$ cat src/rtl/bcs_pkg.sv
// Shared definitions for the branch control stack: opcodes,
// redirect-unit state, interrupt level encoding and stack entry layout.
package bcs_pkg;

    localparam int BCS_AW = 16;
    localparam int BCS_LW = 3;

    localparam logic [5:0] OP_JMP  = 6'b011000;
    localparam logic [5:0] OP_CALL = 6'b011001;
    localparam logic [5:0] OP_RET  = 6'b010000;
    localparam logic [5:0] OP_RETI = 6'b010001;
    localparam logic [5:0] OP_JV   = 6'b011100;
    localparam logic [5:0] OP_JNV  = 6'b011101;
    localparam logic [5:0] OP_JZ   = 6'b011110;
    localparam logic [5:0] OP_JNZ  = 6'b011111;

    typedef enum logic {
        IDLE = 1'b0,
        ISR  = 1'b1
    } bcs_state_t;

    // All-ones sorts above every real irq index, so "idx < level"
    // reads naturally as "strictly higher priority".
    localparam logic [BCS_LW-1:0] LEVEL_NONE = '1;

    typedef struct packed {
        logic [1:0]        flags;
        logic [BCS_AW-1:0] addr;
        logic [BCS_LW-1:0] level;
    } bcs_entry_t;

endpackage

$ cat src/rtl/bcs_ret_stack.sv
// Synchronous LIFO of return entries.
// Ports: push/pop/wdata in; top, full, empty, depth out.
module bcs_ret_stack
    import bcs_pkg::*;
#(
    parameter int DEPTH = 8
) (
    input  logic                     clk,
    input  logic                     reset,
    input  logic                     push,
    input  logic                     pop,
    input  bcs_entry_t               wdata,
    output bcs_entry_t               top,
    output logic                     full,
    output logic                     empty,
    output logic [$clog2(DEPTH):0]   depth
);

    localparam int PW = $clog2(DEPTH);

    bcs_entry_t     mem [DEPTH];
    logic [PW:0]    cnt;
    logic [PW-1:0]  top_idx;

    assign full    = (cnt == (PW+1)'(DEPTH));
    assign empty   = (cnt == '0);
    assign depth   = cnt;
    assign top_idx = cnt[PW-1:0] - 1'b1;
    assign top     = mem[top_idx];

    always_ff @(posedge clk) begin
        if (push && !full) begin
            mem[cnt[PW-1:0]] <= wdata;
        end
    end

    always_ff @(posedge clk) begin
        if (!reset) begin
            cnt <= '0;
        end else if (push && !full) begin
            cnt <= cnt + 1'b1;
        end else if (pop && !empty) begin
            cnt <= cnt - 1'b1;
        end
    end

endmodule

$ cat src/rtl/branch_control_stack.sv
// PC redirect unit: jumps, CALL/RET/RETI, vectored prioritised irqs.
// In: op, current_address, jmp_address_pm, flag_ex, irq, irq_en.
// Out: pc_mux_sel/jmp_loc (comb), flag_restore(_vld), irq_ack,
// stack_depth, stack_ovf, stack_unf (registered).
// Define BCS_NESTED_IRQ_EN to let higher-priority irqs preempt an ISR.
// AW must match bcs_pkg::BCS_AW (stack entry layout).
module branch_control_stack
    import bcs_pkg::*;
#(
    parameter int             AW         = BCS_AW,
    parameter int             DEPTH      = 8,
    parameter int             NIRQ       = 4,
    parameter logic [AW-1:0]  VEC_BASE   = 'hF000,
    parameter int             VEC_STRIDE = 4
) (
    input  logic                     clk,
    input  logic                     reset,
    input  logic [5:0]               op,
    input  logic [AW-1:0]            current_address,
    input  logic [AW-1:0]            jmp_address_pm,
    input  logic [1:0]               flag_ex,
    input  logic [NIRQ-1:0]          irq,
    input  logic                     irq_en,
    output logic                     pc_mux_sel,
    output logic [AW-1:0]            jmp_loc,
    output logic [1:0]               flag_restore,
    output logic                     flag_restore_vld,
    output logic [NIRQ-1:0]          irq_ack,
    output logic [$clog2(DEPTH):0]   stack_depth,
    output logic                     stack_ovf,
    output logic                     stack_unf
);

    bcs_state_t         state;
    logic [BCS_LW-1:0]  level;
    logic [BCS_LW-1:0]  irq_idx;
    logic               irq_hit;
    logic               eligible;
    logic               accept;
    logic               is_call;
    logic               is_ret;
    logic               is_reti;
    logic               br_taken;
    logic               push;
    logic               pop;
    logic               full;
    logic               empty;
    logic [AW-1:0]      vec_addr;
    bcs_entry_t         wdata;
    bcs_entry_t         top;

    bcs_ret_stack #(.DEPTH(DEPTH)) u_stack (
        .clk   (clk),
        .reset (reset),
        .push  (push),
        .pop   (pop),
        .wdata (wdata),
        .top   (top),
        .full  (full),
        .empty (empty),
        .depth (stack_depth)
    );

    assign is_call = (op == OP_CALL);
    assign is_reti = (op == OP_RETI);
    assign is_ret  = (op == OP_RET) || is_reti;

    // flag_ex[0] = V, flag_ex[1] = Z
    always_comb begin
        br_taken = 1'b0;
        unique case (op)
            OP_JMP:  br_taken = 1'b1;
            OP_JV:   br_taken = flag_ex[0];
            OP_JNV:  br_taken = !flag_ex[0];
            OP_JZ:   br_taken = flag_ex[1];
            OP_JNZ:  br_taken = !flag_ex[1];
            default: br_taken = 1'b0;
        endcase
    end

    // Lowest set bit wins.
    always_comb begin
        irq_hit = 1'b0;
        irq_idx = '0;
        for (int i = NIRQ - 1; i >= 0; i--) begin
            if (irq[i]) begin
                irq_hit = 1'b1;
                irq_idx = BCS_LW'(i);
            end
        end
    end

`ifdef BCS_NESTED_IRQ_EN
    assign eligible = (state == IDLE) || (irq_idx < level);
`else
    assign eligible = (state == IDLE);
`endif

    assign accept   = irq_en && irq_hit && !full && eligible;
    assign vec_addr = VEC_BASE + AW'(VEC_STRIDE) * AW'(irq_idx);

    always_comb begin
        pc_mux_sel = 1'b0;
        jmp_loc    = jmp_address_pm;
        push       = 1'b0;
        pop        = 1'b0;
        wdata      = '{flags: flag_ex, addr: current_address, level: level};
        priority case (1'b1)
            // The squashed op re-executes after RETI, so save its own PC.
            accept: begin
                pc_mux_sel = 1'b1;
                jmp_loc    = vec_addr;
                push       = 1'b1;
            end
            is_call: begin
                if (!full) begin
                    pc_mux_sel = 1'b1;
                    push       = 1'b1;
                    wdata.addr = current_address + 1'b1;
                end
            end
            is_ret: begin
                if (!empty) begin
                    pc_mux_sel = 1'b1;
                    jmp_loc    = top.addr;
                    pop        = 1'b1;
                end
            end
            default: pc_mux_sel = br_taken;
        endcase
    end

    always_ff @(posedge clk) begin
        if (!reset) begin
            state            <= IDLE;
            level            <= LEVEL_NONE;
            irq_ack          <= '0;
            flag_restore     <= '0;
            flag_restore_vld <= 1'b0;
            stack_ovf        <= 1'b0;
            stack_unf        <= 1'b0;
        end else begin
            irq_ack          <= accept ? (NIRQ'(1) << irq_idx) : '0;
            flag_restore_vld <= pop;
            if (pop) begin
                flag_restore <= top.flags;
            end
            if (is_call && !accept && full) begin
                stack_ovf <= 1'b1;
            end
            if (is_ret && !accept && empty) begin
                stack_unf <= 1'b1;
            end
            if (accept) begin
                level <= irq_idx;
                state <= ISR;
            end else if (pop && is_reti) begin
                level <= top.level;
                if (top.level == LEVEL_NONE) begin
                    state <= IDLE;
                end
            end
        end
    end

endmodule

$ cat config.mk
export PLATFORM = sky130hd
export DESIGN_NAME = branch_control_stack
export DESIGN_NICKNAME = d
export VERILOG_FILES = /design/src/rtl/bcs_pkg.sv /design/src/rtl/bcs_ret_stack.sv /design/src/rtl/branch_control_stack.sv
export SDC_FILE = /design/constraint.sdc
export NUM_CORES = 1
export LEC_CHECK = 0
export ABC_CLOCK_PERIOD_IN_PS = 10110
export CAP_MARGIN = 10
export CELL_PAD_IN_SITES_DETAIL_PLACEMENT = 1
export CELL_PAD_IN_SITES_GLOBAL_PLACEMENT = 2
export CORE_MARGIN = 2
export CORE_UTILIZATION = 45
export DETAILED_ROUTE_END_ITERATION = 6
export PLACE_DENSITY_LB_ADDON = 0.1
export SYNTH_ARGS = -nofsm -noshare
export SYNTH_HDL_FRONTEND = slang
export SYNTH_SLANG_ARGS = --single-unit
$ cat constraint.sdc
create_clock -name clk -period 10.11 [get_ports clk]
set_input_delay 3.033 -clock clk [delete_from_list [all_inputs] [get_ports clk]]
set_output_delay 3.033 -clock clk [all_outputs]
set_load 0.02 [all_outputs]
==> PnR_summary.wiki <==
{| class="wikitable"
! Metric !! Value
|-
| Final cell count without fillers || 800
|-
| Tmin final || 8.69 ns
|-
| Leak Pwr || 3.15 nW
|-
| Iter 0 DRT Violations || between 200 and 250
|-
| Site row count || 48
|-
| Count of hold buffers inserted by post-cts repair || 0
|-
| Post-synthesis async set-or-reset flop share || 0%
|-
| Synthesized flop and latch total || roughly 190
|-
| Actual transition at the worst max-transition pin || approximately 0.9 ns
|-
| Horizontal die dimension || about 140 um
|-
| Number of maximum-capacitance violations || 0
|-
| Post-route cell area || 0.00960 mm^2
|-
| Final net count || 614
|-
| Total number of vias || 4624
|-
| Post-route fraction of the period consumed by the critical path || roughly 86%
|-
| Floorplan die area || 0.0188 mm^2
|-
| Final setup vio count || 0
|-
| Antenna violations before repair || 0
|-
| Number of buffers between clock root and the deepest sink || 2
|-
| Global-route wire length before repair || 29.7 mm
|-
| Number of standard cells after synthesis || 485
|-
| Cell chosen for the clock root || sky130_fd_sc_hd__clkbuf_16
|-
| Endpoints failing hold || 0
|-
| Via count of the first global-routing pass || approximately 4900
|-
| Pwr dens || around 230 mW/mm^2
|-
| Std-Cell Core Area || ~0.017 mm^2
|-
| Number of sinks handled by clock tree synthesis || ~190
|-
| Crit end category || output pin
|-
| Layout area overhead || 20.2%
|-
| RSZ-0062 raised after global routing || false
|-
| Number of port buffers || 76
|-
| Critical Path AT || 5.66 ns
|-
| Type of the setup path with the least slack || in -> out
|-
| Residual DRC count || 0
|-
| CTS tree || built
|-
| Synth cell count leaders || sky130_fd_sc_hd__edfxtp_1 (168), sky130_fd_sc_hd__mux4_2 (41), sky130_fd_sc_hd__nand2_1 (32), sky130_fd_sc_hd__nor2_1 (31), sky130_fd_sc_hd__mux2i_1 (18)
|-
| Peak supply drop || ~130 uV
|-
| Global router's overall resource usage || between 20 and 25%
|-
| Number of nets with antenna violations after detailed routing || 0
|-
| Cell Area, Synth || roughly 0.0080 mm^2
|-
| Share of Yosys cell area claimed by the top area cell type || around 63%
|-
| GP Congestion || about 0.79
|-
| Post-synth net total || between 500 and 600
|-
| Post-CTS Setup Bufs || 0
|-
| Pin count of the biggest net entering global routing || 45
|-
| Fraction of final layout cells sized beyond drive strength 1 || 19.3%
|-
| Main area contributors after synthesis || sky130_fd_sc_hd__edfxtp_1 (63%), sky130_fd_sc_hd__mux4_2 (12%), sky130_fd_sc_hd__dfxtp_1 (4.3%)
|-
| Instance area after placement || between 0.009 and 0.01 mm^2
|-
| Clock buffer count from CTS || 17
|-
| H-tree depth || 4
|-
| Synth unique cells || 59
|-
| Number of pins with negative max-slew slack in the final report || 0
|-
| Final standard cell utilization of the core || between 50% and 60%
|-
| Worst-path clk slew || approximately 0.070 ns
|-
| Most used standard cell by instance count after synthesis || sky130_fd_sc_hd__edfxtp_1
|-
| Post-detailed-routing wire length || roughly 19 mm
|-
| Mean Syn Cell Area || between 15 and 20 um^2
|-
| Number of enable flip-flop cells after synthesis || between 150 and 200
|-
| Via density per instance || 5.78
|-
| Tightest slew margin relative to the limit || between 30% and 40%
|-
| Launching element type of the critical path || input port
|-
| Antenna Diode Count || 0
|-
| Count of TritonRoute iterations in the first routing pass || 4
|-
| Post-Route Setup TNS || 0 ns
|-
| Most used DFF post-synth || sky130_fd_sc_hd__edfxtp_1
|-
| Outcome || finished clean
|-
| Worst clock skew || 0.00737 ns
|-
| Average routed wire per standard cell || about 24 um
|-
| Maximum frequency from static timing analysis || between 100 and 150 MHz
|-
| Worst skew pair latency || 0.44 ns
|-
| Seq/Total Area, Yosys || roughly 67%
|-
| Maximum fanout along the worst path || 15
|-
| Ports || 77
|-
| Synth warnings || 0
|-
| HPWL after DPL || ~12 mm
|-
| Effective utilization at floorplan || between 40% and 50%
|-
| Total power of the final layout || around 2.2 mW
|-
| Area leader, netlist || sky130_fd_sc_hd__edfxtp_1
|-
| Resize count post-CTS || 0
|-
| Overflow left after global routing || 0
|-
| Die Ht || between 100 and 150 um
|-
| Critical path required time || ~7.1 ns
|-
| Cell count after placement || 768
|-
| Tightest Hold Check Type || reg -> reg
|}
## area by class of cell
| type | instances | area, um^2 |
|---|---|---|
| tap | 225 | 282 |
| sequential | 185 | 5390 |
| inverter | 10 | 37.5 |
| clock inverter | 15 | 146 |
| clock buffer | 17 | 425 |
| fill | 1593 | 7690 |
| multi-input combinational | 265 | 2510 |
| timing repair buffer | 83 | 813 |
## kinds of logic (layout without fill, tap and decap cells)
group	count (synthesis)	count (layout)	synth area share [%]
DFF	185	185	67.4
and+or+nand+nor	125	125	8.29
muxes	67	67	14.9
AOI/OAI and AO/OA	50	50	4.61
buffers and inverters	35	125	1.90
xor gates and xnor gates	18	18	1.97
adders and majority gates	5	5	0.877
## sequential cells by signal (all words and copies together), names as in the netlist
name	flops
u_stack.mem	168
flag_restore	2
level	3
stack_unf	1
stack_ovf	1
irq_ack	4
flag_restore_vld	1
state	1
u_stack.depth	4
## layer usage
layer  part of all wire, %  wire length [um]  GRT usage (%)
met1                    43              8430           29.5
met3                   3.9               764           3.61
met2                    51             10000           37.5
met5                     0                 0              0
met4                   1.3               250           6.41
## critical path: stages
cell and delay (ns):
sky130_fd_sc_hd__clkdlybuf4s50_1 0.48, sky130_fd_sc_hd__or4_4 0.60, sky130_fd_sc_hd__and3_1 0.50, sky130_fd_sc_hd__a211oi_1 0.35, sky130_fd_sc_hd__clkdlybuf4s50_1 0.68
## worst paths after layout
path | start | end | slack, ns | cells past startpoint
min | stack_ovf$_SDFFE_PN0P_ | stack_ovf$_SDFFE_PN0P_ | 0.50 | 1
min reg2reg | stack_ovf$_SDFFE_PN0P_ | stack_ovf$_SDFFE_PN0P_ | 0.50 | 1
max | irq[2] | jmp_loc[4] | 1.42 | 5
max reg2reg | u_stack.depth[0]$_SDFFE_PN0P_ | u_stack.mem[4][13]$_DFFE_PP_ | 5.41 | 8
## stage by stage
step	hold slack [ns]	setup WS, ns
floorplan	0.521	2.41
global placement	0.479	1.44
detailed placement	0.497	1.41
CTS	0.515	1.43
global route	0.536	1.24
finish	0.496	1.42
## layout by cell type (no fill, tap or decap), types with 9 or more instances in the layout
master                            synthesis  layout
sky130_fd_sc_hd__edfxtp_1               168     168
sky130_fd_sc_hd__clkdlybuf4s50_1          0      76
sky130_fd_sc_hd__mux4_2                  41      41
sky130_fd_sc_hd__nand2_1                 32      32
sky130_fd_sc_hd__nor2_1                  31      25
sky130_fd_sc_hd__mux2i_1                 18      18
sky130_fd_sc_hd__nand3_1                 17      17
sky130_fd_sc_hd__clkbuf_16                0      17
sky130_fd_sc_hd__dfxtp_1                 17      16
sky130_fd_sc_hd__a211oi_1                11      11
sky130_fd_sc_hd__inv_1                    9       9
sky130_fd_sc_hd__xnor2_1                  9       9
## power breakdown
part	internal [mW]	leakage, nW	switching [mW]
logic	0.286	1.22	0.340
registers	0.894	1.65	0.0409
clock network	0.329	0.282	0.313
total	1.51	3.15	0.694
Note: power is estimated with default switching activity, not from simulation.
